### src/rtl/byte_strip.sv
// Transmit-side byte striper: spreads a serial byte stream round-robin over four lanes
// and presents each completed (or flushed, padded) group in parallel with a one-cycle strobe.
module byte_strip #(
    parameter logic [7:0] PAD_BYTE = 8'hBC,
    parameter logic       PAD_K    = 1'b1
) (
    input  logic       CLK,
    input  logic       RESET,
    input  logic [7:0] D,
    input  logic       DK,
    input  logic       VALID_IN,
    input  logic       FLUSH,
    output logic [7:0] LANE0,
    output logic [7:0] LANE1,
    output logic [7:0] LANE2,
    output logic [7:0] LANE3,
    output logic       DK_0,
    output logic       DK_1,
    output logic       DK_2,
    output logic       DK_3,
    output logic       VALID_OUT,
    output logic [2:0] FILL
);

    logic [1:0] ptr;
    logic [8:0] slot [0:3];
    logic [8:0] grp  [0:3];
    logic       emit;

    // A group closes on the 4th byte, or on FLUSH whenever anything is (or is being) buffered.
    always_comb begin
        emit = (VALID_IN && ptr == 2'd3) || (FLUSH && (VALID_IN || ptr != 2'd0));
        for (int k = 0; k < 4; k++) begin
            if (2'(k) < ptr)
                grp[k] = slot[k];
            else if (VALID_IN && 2'(k) == ptr)
                grp[k] = {DK, D};
            else
                grp[k] = {PAD_K, PAD_BYTE};
        end
    end

    always_ff @(posedge CLK) begin
        if (RESET) begin
            ptr       <= 2'd0;
            VALID_OUT <= 1'b0;
            LANE0     <= 8'h00;
            LANE1     <= 8'h00;
            LANE2     <= 8'h00;
            LANE3     <= 8'h00;
            DK_0      <= 1'b0;
            DK_1      <= 1'b0;
            DK_2      <= 1'b0;
            DK_3      <= 1'b0;
            for (int k = 0; k < 4; k++)
                slot[k] <= 9'h000;
        end else begin
            VALID_OUT <= emit;
            if (emit) begin
                ptr           <= 2'd0;
                {DK_0, LANE0} <= grp[0];
                {DK_1, LANE1} <= grp[1];
                {DK_2, LANE2} <= grp[2];
                {DK_3, LANE3} <= grp[3];
            end else if (VALID_IN) begin
                slot[ptr] <= {DK, D};
                ptr       <= ptr + 2'd1;
            end
        end
    end

    assign FILL = {1'b0, ptr};

endmodule

### config.mk
export PLATFORM = sky130hd
export DESIGN_NAME = byte_strip
export DESIGN_NICKNAME = d
export VERILOG_FILES = /design/src/rtl/byte_strip.sv
export SDC_FILE = /design/constraint.sdc
export NUM_CORES = 1
export LEC_CHECK = 0
export ABC_AREA = 1
export CORE_ASPECT_RATIO = 2
export CORE_MARGIN = 2
export CORE_UTILIZATION = 32
export DETAILED_ROUTE_END_ITERATION = 7
export PLACE_DENSITY = 0.56
export SLEW_MARGIN = 25
export SYNTH_ARGS = -nofsm -noshare
export SYNTH_HDL_FRONTEND = slang
export SYNTH_SLANG_ARGS = --single-unit
### constraint.sdc
create_clock -name CLK -period 4.5 [get_ports CLK]
set_input_delay 0.9 -clock CLK [delete_from_list [all_inputs] [get_ports CLK]]
set_output_delay 0.9 -clock CLK [all_outputs]
set_load 0.05 [all_outputs]
## Word level (Yosys, flattened, before mapping)

Memories as Yosys holds them, arrays and structs flattened.
Cells that the tools add are included.

| cells by class | value |
|---|---|
| eq/ne operators | 4 |
| multiplexer cells | 17 |
| bitwise gates (word level) | 0 |
| shift operators | 0 |
| order comparisons | 4 |
| multiply operators | 0 |
| divide/modulo/power cells | 0 |
| add/sub/neg operators | 1 |
| reductions and logical operators | 12 |

Operators with widths:

| cell | number |
|---|---|
| $mux W9 | 9 |
| $reduce_or A9 Y1 | 1 |
| $mux W1 | 7 |
| $logic_and A1 B1 Y1 | 6 |
| $eq A2 B2 Y1 const A | 2 |
| $lt A1 B2 Y1 const A | 2 |
| $lt A2 B2 Y1 const A | 2 |
| $add A2 B1 Y2 const B | 1 |
| $eq A1 B2 Y1 const A | 1 |
| $eq A2 B2 Y1 const B | 1 |
| $logic_not A2 Y1 | 1 |
| $logic_or A1 B1 Y1 | 2 |
| $mux W2 | 1 |
| $reduce_bool A2 Y1 | 1 |
| $reduce_or A2 Y1 | 1 |

| word-level totals | value |
|---|---|
| bits in read-only memories | 0 |
| logic and storage cells | 49 |
| bits of input ports | 13 |
| latch bits | 0 |
| register bits | 39 |
| memories kept | 1 |
| memory bits (writable) | 36 |

Memory list:

| memory | words | bits a word | rd ports | clocked after Yosys merged registers in | wr ports | line | source |
|---|---|---|---|---|---|---|---|
| slot | 4 | 9 | 4 | 0 | 4 | 26 | `logic [8:0] slot [0:3];` |

## Logic depth before layout (Yosys ltp)

Gate-level depths: netlist (run 1).

| depth | value |
|---|---|
| word-level depth | 9 |
| gate-level depth with buffers | 9 |
| gate-level depth less buffers | 7 |

## Least setup slack after synthesis (run 1)

No wires, ideal clock.

| path | value |
|---|---|
| path type | input to register |
| start | in VALID_IN |
| end | mem slot[1][0] (enable) |
| data arrival time | 1.758 ns |
| library setup time | 0.334 ns |
| buffers on the path | 1 |
| slack | 2.408 ns |
| required time | 4.166 ns |
| stages | 6 |
| path through | buf_6 -> nand2_8 -> nand2_4 -> nor2_2 -> nand3_2 -> nand2_1 |

RTL lines:

| item | line | source |
|---|---|---|
| start: declaration | 11 | `input logic VALID_IN,` |
| end: declaration | 26 |  |

## Final worst setup path (run 1)

| path | value |
|---|---|
| start | reg ptr[1] |
| end | reg LANE2[1] |

| on the way | value |
|---|---|
| longest elaborated chain between the ends | 4 |
| elaborated cells on any way between the ends | 11 |
| classes of those cells | order compare (1); eq/ne (2); mux (2); reduce/logical (6) |

RTL lines:

| item | line | source |
|---|---|---|
| start: declaration | 25 | `logic [1:0] ptr;` |
| start signal: assignment | 67 | `ptr <= ptr + 2'd1;` |
| $eq A2 B2 Y1 / $reduce_bool A2 Y1 (equally long branches) | 36, 32 |  |
| $logic_and A1 B1 Y1 / $logic_or A1 B1 Y1 (equally long branches) | 36, 32 |  |
| $mux W9 / $logic_and A1 B1 Y1 (equally long branches) | 36, 32 |  |
| $mux W9 / $logic_or A1 B1 Y1 (equally long branches) | 34, 32 |  |
| end signal: assignment | 63 | `{DK_2, LANE2} <= grp[2];` |
| end: declaration | 15 | `output logic [7:0] LANE2,` |

Parallel ways exist; a longest one is shown, timed or not.
A chain may end at the register's enable or synchronous reset.

==> flow_summary_export.csv, run 1 <==
group,metric,value,unit
outcome,status,"finished, final reports clean",
worst_setup_path,cp-start-kind,"flop",
yosys,syn_inst,337,
clocking,post_cts_buffers,0,
clocking,htreeDepth,3,
detailed_routing,maxUsedRoutingLayer,"met4",
worst_setup_path,cp.required,4.77,ns
timing,maxSlewViolCount,0,
die,fp.dieW,71.2,µm
die,core,8890,µm²
clocking,cts_tree,"done",
placed_design,place.detailed.hpwl,5350,µm
yosys,ys_seq_elements,66,
worst_setup_path,cp-startpoint,"ptr[1]",
die,dieArea,9850,µm²
detailed_routing,via_count,2310,
pwr,max-vdd-ir-drop,0.000205,V
yosys,yosysWarnings,0,
timing,final-hold-violation-count,0,
clocking,clk_pin_slew_worst_paths,0.06,ns
worst_setup_path,rrSetupSlack,1.65,ns
pwr,cellLeakagePower,1.62,nW
placed_design,place_congestion,0.913,
detailed_routing,routed_wl,7030,µm
placed_design,pre_cts_slack,1.33,ns
clocking,worstSkewPairLatency,0.33,ns
clocking,cts-buffers-inserted,9,
yosys,synth.largest_area_cell,"edfxtp_1",
cells_and_area,antenna_cells,0,
timing,fin_worst_skew,0.00255,ns
yosys,syn_avg_cell_area,8.57,µm²
grt,antenna_found_initial,0,
grt,grt_pass1_wl,11600,µm
grt,grt-ovfl-total,0,
worst_setup_path,cp_max_fo,38,
placed_design,port_buffers,51,
timing,setup_violations,0,
yosys,synth_area_leaders,"edfxtp_1, dfxtp_1, nand2_1",
cells_and_area,area_growth,30.9,%
detailed_routing,firstDrtPassIters,4,
timing,setup_slack,1.65,ns
clocking,root_buffer,"clkbuf_16",
yosys,synth_cell_type_count,25,
yosys,ys_seq_area_share,55.1,%
timing,fin_crit,2.85,ns
grt,grtUsageTotal,15.4,%
flow_run,cap_violations,0,
worst_setup_path,critPathKind,"flop to flop",
grt,grt_pass1_vias,2320,
min_path,min_from,"DK_3",
clocking,cts_hold_buf,0,
timing,grt_setup_unrepaired,"false",
timing,slew_headroom,48.1,%
timing,finalSetupTns,0,ns
detailed_routing,antenna_left,0,
timing,fin_crit_sh,63.3,%
yosys,yosysTopAreaCellShare,28.1,%
clocking,cts_sinks,66,
die,initial_core_util,32.5,%
die,io_pins,53,
yosys,synth_nets,355,
die,rows,49,
pwr,powerDensity,455,nW/µm²
timing,tightest_slew,0.776,ns
worst_setup_path,cp.arrival,3.12,ns
detailed_routing,met1_length,2550,µm
cells_and_area,drive_above_1_share,8.21,%
detailed_routing,wl_met2,4090,µm
worst_setup_path,r2r_start,"ptr[1]",
detailed_routing,dr_wl_met3,210,µm
cells_and_area,fin_nets,403,
min_path,hold_path.class,"flop to flop",
detailed_routing,drc,0,
grt,grt_max_degree,44,
yosys,synthesis.area,2890,µm²
die,die_y,138,µm
detailed_routing,post_drt_wl_per_cell,14.3,µm
detailed_routing,drtIter0Drc,156,
worst_setup_path,critPathCaptureType,"flop",
detailed_routing,vias_per_cell,4.70,
clocking,cts_resized,0,
timing,fmax,351,MHz
clocking,clock_path_buffers,2,
[Yosys cell counts]
master / number
a21oi_1: 14
a21oi_2: 2
buf_1: 1
buf_2: 3
buf_4: 3
buf_6: 5
clkbuf_1: 3
clkinv_1: 3
conb_1: 1
dfxtp_1: 39
edfxtp_1: 27
ha_1: 5
inv_1: 23
inv_2: 1
nand2_1: 77
nand2_2: 1
nand2_4: 1
nand2_8: 1
nand3_1: 35
nand3_2: 6
nor2_1: 57
nor2_2: 1
nor2_4: 1
o21ai_0: 26
o21ai_2: 1
[where the power goes]
group          total [mW]  switching [mW]  internal [mW]
Clock               0.808           0.256          0.552
Combinational       0.234           0.164         0.0693
Sequential          0.677          0.0189          0.658
Total                1.72           0.439           1.28
[registers in the layout, summed over array words and instances, names as in the netlist, 2 cells and up]
register	count
ptr	2
slot	27
LANE0	8
LANE3	8
LANE2	8
LANE1	8
[per-stage QoR]
| step | instances | power [mW] | utilization [%] | instance area [µm²] | hold slack [ns] |
|---|---|---|---|---|---|
| 3_5_place_dp | 476 | 0.925 | 38.5 | 3420 | 0.453 |
| 2_1_floorplan | 337 | 0.846 | - | 2890 | 0.514 |
| 3_3_place_gp | 476 | 0.923 | 38.5 | 3420 | 0.453 |
| 4_1_cts | 492 | 1.74 | 42.5 | 3780 | 0.462 |
| 6_report | 492 | 1.72 | 42.5 | 3780 | 0.458 |
| 5_1_grt | 492 | 1.78 | 42.5 | 3780 | 0.478 |
[logic make-up (layout without fill, tap and decap cells)]
logic type | count (synthesis) | count (layout) | synth area share, %
simple gates | 180 | 180 | 27.5
compound gates | 43 | 43 | 7.84
buf+inv | 42 | 95 | 7.28
other cells | 1 | 1 | 0.130
fa+ha+maj | 5 | 5 | 2.17
flops | 66 | 66 | 55.1
[metal layers]
layer	vias up	track usage [%]
met3	10	2.70
met4	0	11.8
met2	50	26.5
met5	-	0
li1	1189	-
met1	1061	16.0
[cell usage in the layout, fill, tap and decap left out, drive strengths merged]
cell	count
ha	5
o21ai	27
nand3	41
inv	25
nor2	59
bufinv	2
clkdlybuf4s50	51
a21oi	16
edfxtp	27
conb	1
dfxtp	39
nand2	80
buf	1
clkinv	5
clkbuf	11
[worst max-delay path, stage by stage (launching register included)]
cell	delay, ns
dfxtp_1	0.68
inv_1	0.40
ha_1	0.33
nand2_1	0.11
nand2_2	0.46
nor2_4	0.59
nand2_1	0.12
nand2_1	0.08
[final timing paths]
kind	cells after the start	end
worst max-delay path	7	LANE2[1]
worst min register to register	2	DK_3
worst min-delay path	2	DK_3
worst max register to register	7	LANE2[1]
[area by class of cell]
type,count,area (µm²)
clock buffers,11,275
clock inverters,5,80.1
repair buffers,52,518
inverters,27,101
multi-input cells,229,1090
well taps,102,128
fillers,874,5110
flip-flops and latches,66,1590
Note: power is estimated with default switching activity, not from simulation.
==> run 2, diff against run 1 <==
==> constraint.sdc (replaced) <==
create_clock -name CLK -period 2.8 [get_ports CLK]
set_input_delay 0.56 -clock CLK [delete_from_list [all_inputs] [get_ports CLK]]
set_output_delay 0.56 -clock CLK [all_outputs]
set_load 0.05 [all_outputs]
==> flow_summary_export.csv, run 2 (same netlist as run 1, synthesis figures left out) <==
group,metric,value,unit
timing,finalSetupTns,0,ns
detailed_routing,drc,0,
detailed_routing,vias_per_cell,4.68,
cells_and_area,fin_util,42.2,%
detailed_routing,firstDrtPassIters,5,
clocking,cts_tree,"done",
detailed_routing,maxUsedRoutingLayer,"met4",
pwr,p_sw,682,µW
pwr,cellLeakagePower,1.61,nW
timing,maxSlewViolCount,0,
clocking,cts_resized,0,
outcome,status,"finished, final reports clean",
timing,grt_setup_unrepaired,"false",
pwr,intPower,1.86,mW
clocking,htreeDepth,3,
clocking,cts_hold_buf,0,
worst_setup_path,crit_slowest_cell,"clkdlybuf4s50_1",
grt,antenna_found_initial,0,
clocking,clk_pin_slew_worst_paths,0.05,ns
pwr,p_clk_share,42.1,%
pwr,swShare,26.9,%
pwr,max-vdd-ir-drop,0.000309,V
cells_and_area,largest-register,"slot",
cells_and_area,antenna_cells,0,
worst_setup_path,r2r_cells,6,
placed_design,placedCellCount,482,
cells_and_area,layout_common_cells,"nand2_1, nor2_1, clkdlybuf4s50_1",
timing,setup_violations,0,
cells_and_area,drive_above_1_share,8.33,%
grt,grtUsageTotal,15.0,%
clocking,worstSkewPairLatency,0.33,ns
placed_design,place.detailed.hpwl,5290,µm
worst_setup_path,r2r_start,"ptr[1]",
grt,grt_max_degree,45,
min_path,min_to,"DK_3",
worst_setup_path,cp-start-kind,"flop",
detailed_routing,wl_met2,3950,µm
clocking,post_cts_buffers,0,
cells_and_area,final_common_cell,"nand2_1",
cells_and_area,area_growth,29.8,%
die,fp.dieW,71.2,µm
grt,grt_pass1_wl,11300,µm
timing,fin_worst_skew,0.00523,ns
timing,fin_crit_sh,89.1,%
worst_setup_path,cp.arrival,1.94,ns
detailed_routing,met1_length,2660,µm
pwr,power.share.combinational,14.9,%
detailed_routing,routed_wl,7050,µm
die,io_pins,53,
clocking,clock_path_buffers,2,
clocking,root_buffer,"clkbuf_16",
timing,fmax,401,MHz
worst_setup_path,cp_top_family,"buffers and inverters",
timing,slew_headroom,60.6,%
worst_setup_path,worstReg2RegEnd,"slot[2][3]",
grt,grt-ovfl-total,0,
clocking,cts-buffers-inserted,9,
die,core,8890,µm²
worst_setup_path,cp_max_fo,15,
min_path,whs_path_depth,2,
flow_run,cap_violations,0,
detailed_routing,post_drt_wl_per_cell,14.2,µm
timing,tightest_slew,0.590,ns
die,die_y,138,µm
worst_setup_path,cp.required,2.24,ns
timing,final-hold-violation-count,0,
detailed_routing,antenna_left,0,
die,initial_core_util,32.5,%
grt,grt_pass1_vias,2205,
min_path,min_from,"DK_3",
die,dieArea,9850,µm²
placed_design,place_congestion,0.823,
worst_setup_path,critPathKind,"flop to output port",
worst_setup_path,cpPeakStageDelay,0.92,ns
clocking,cts_sinks,66,
cells_and_area,largest_reg_flops,27,
worst_setup_path,cp_num_buf_inv,1,
worst_setup_path,rrSetupSlack,0.64,ns
pwr,powerDensity,677,nW/µm²
cells_and_area,fin_cells,498,
placed_design,port_buffers,51,
detailed_routing,drtIter0Drc,139,
cells_and_area,fin_nets,409,
min_path,hold_path.class,"flop to flop",
detailed_routing,dr_wl_met3,249,µm
worst_setup_path,critPathCaptureType,"output port",
die,rows,49,
detailed_routing,via_count,2331,
pwr,power.share.sequential,42.9,%
timing,fin_crit,2.50,ns
worst_setup_path,crit_chain,"clkdlybuf4s50_1",
==> run 2: cell count changes in the layout (fill, tap and decap cells not counted), sizes merged <==
cell    delta
clkinv     +1
inv        -1
clkbuf     +1
buf        +6
bufinv     -1
==> run 2: worst max-delay path by stage <==
stage | start | endpoint | slack, ns | cells after the start
finish | ptr[1] | FILL[1] | 0.30 | 1
global route | ptr[1] | FILL[1] | 0.25 | 1
CTS | ptr[1] | FILL[1] | 0.29 | 1
detailed placement | VALID_IN | slot[2][7] | 0.32 | 5
global placement | VALID_IN | slot[2][8] | 0.34 | 5
floorplan | ptr[0] | slot[1][0] | 0.82 | 6
==> run 2: metrics by stage <==
stage	setup WS (ns)	area (µm²)	hold WS [ns]	total power, mW
floorplan	0.815	2890	0.514	1.36
CTS	0.286	3750	0.461	2.56
global placement	0.336	3470	0.453	1.49
detailed placement	0.317	3470	0.453	1.49
global route	0.253	3750	0.483	2.63
finish	0.304	3750	0.459	2.54
==> run 2: layout make-up <==
type                            instances  area (µm²)
Sequential cell                        66        1590
Fill cell                             870        5140
Clock inverter                          4        42.5
Timing Repair Buffer                   58         563
Inverter                               27         101
Multi-Input combinational cell        229        1090
Clock buffer                           12         236
Tap cell                              102         128
==> run 2: metal layers <==
layer | global-route usage [%] | vias up
li1 | - | 1193
met1 | 16.2 | 1074
met2 | 26.5 | 51
met3 | 4.01 | 13
met4 | 7.05 | 0
met5 | 0 | -
==> run 2: power by group through the flow <==
stage / clock network [mW] / registers, mW / logic [mW]
6_report: 1.07 / 1.09 / 0.379
5_1_grt: 1.12 / 1.10 / 0.406
4_1_cts: 1.08 / 1.09 / 0.382
3_5_place_dp: 0 / 1.11 / 0.381
3_3_place_gp: 0 / 1.11 / 0.379
2_1_floorplan: 0 / 1.23 / 0.128
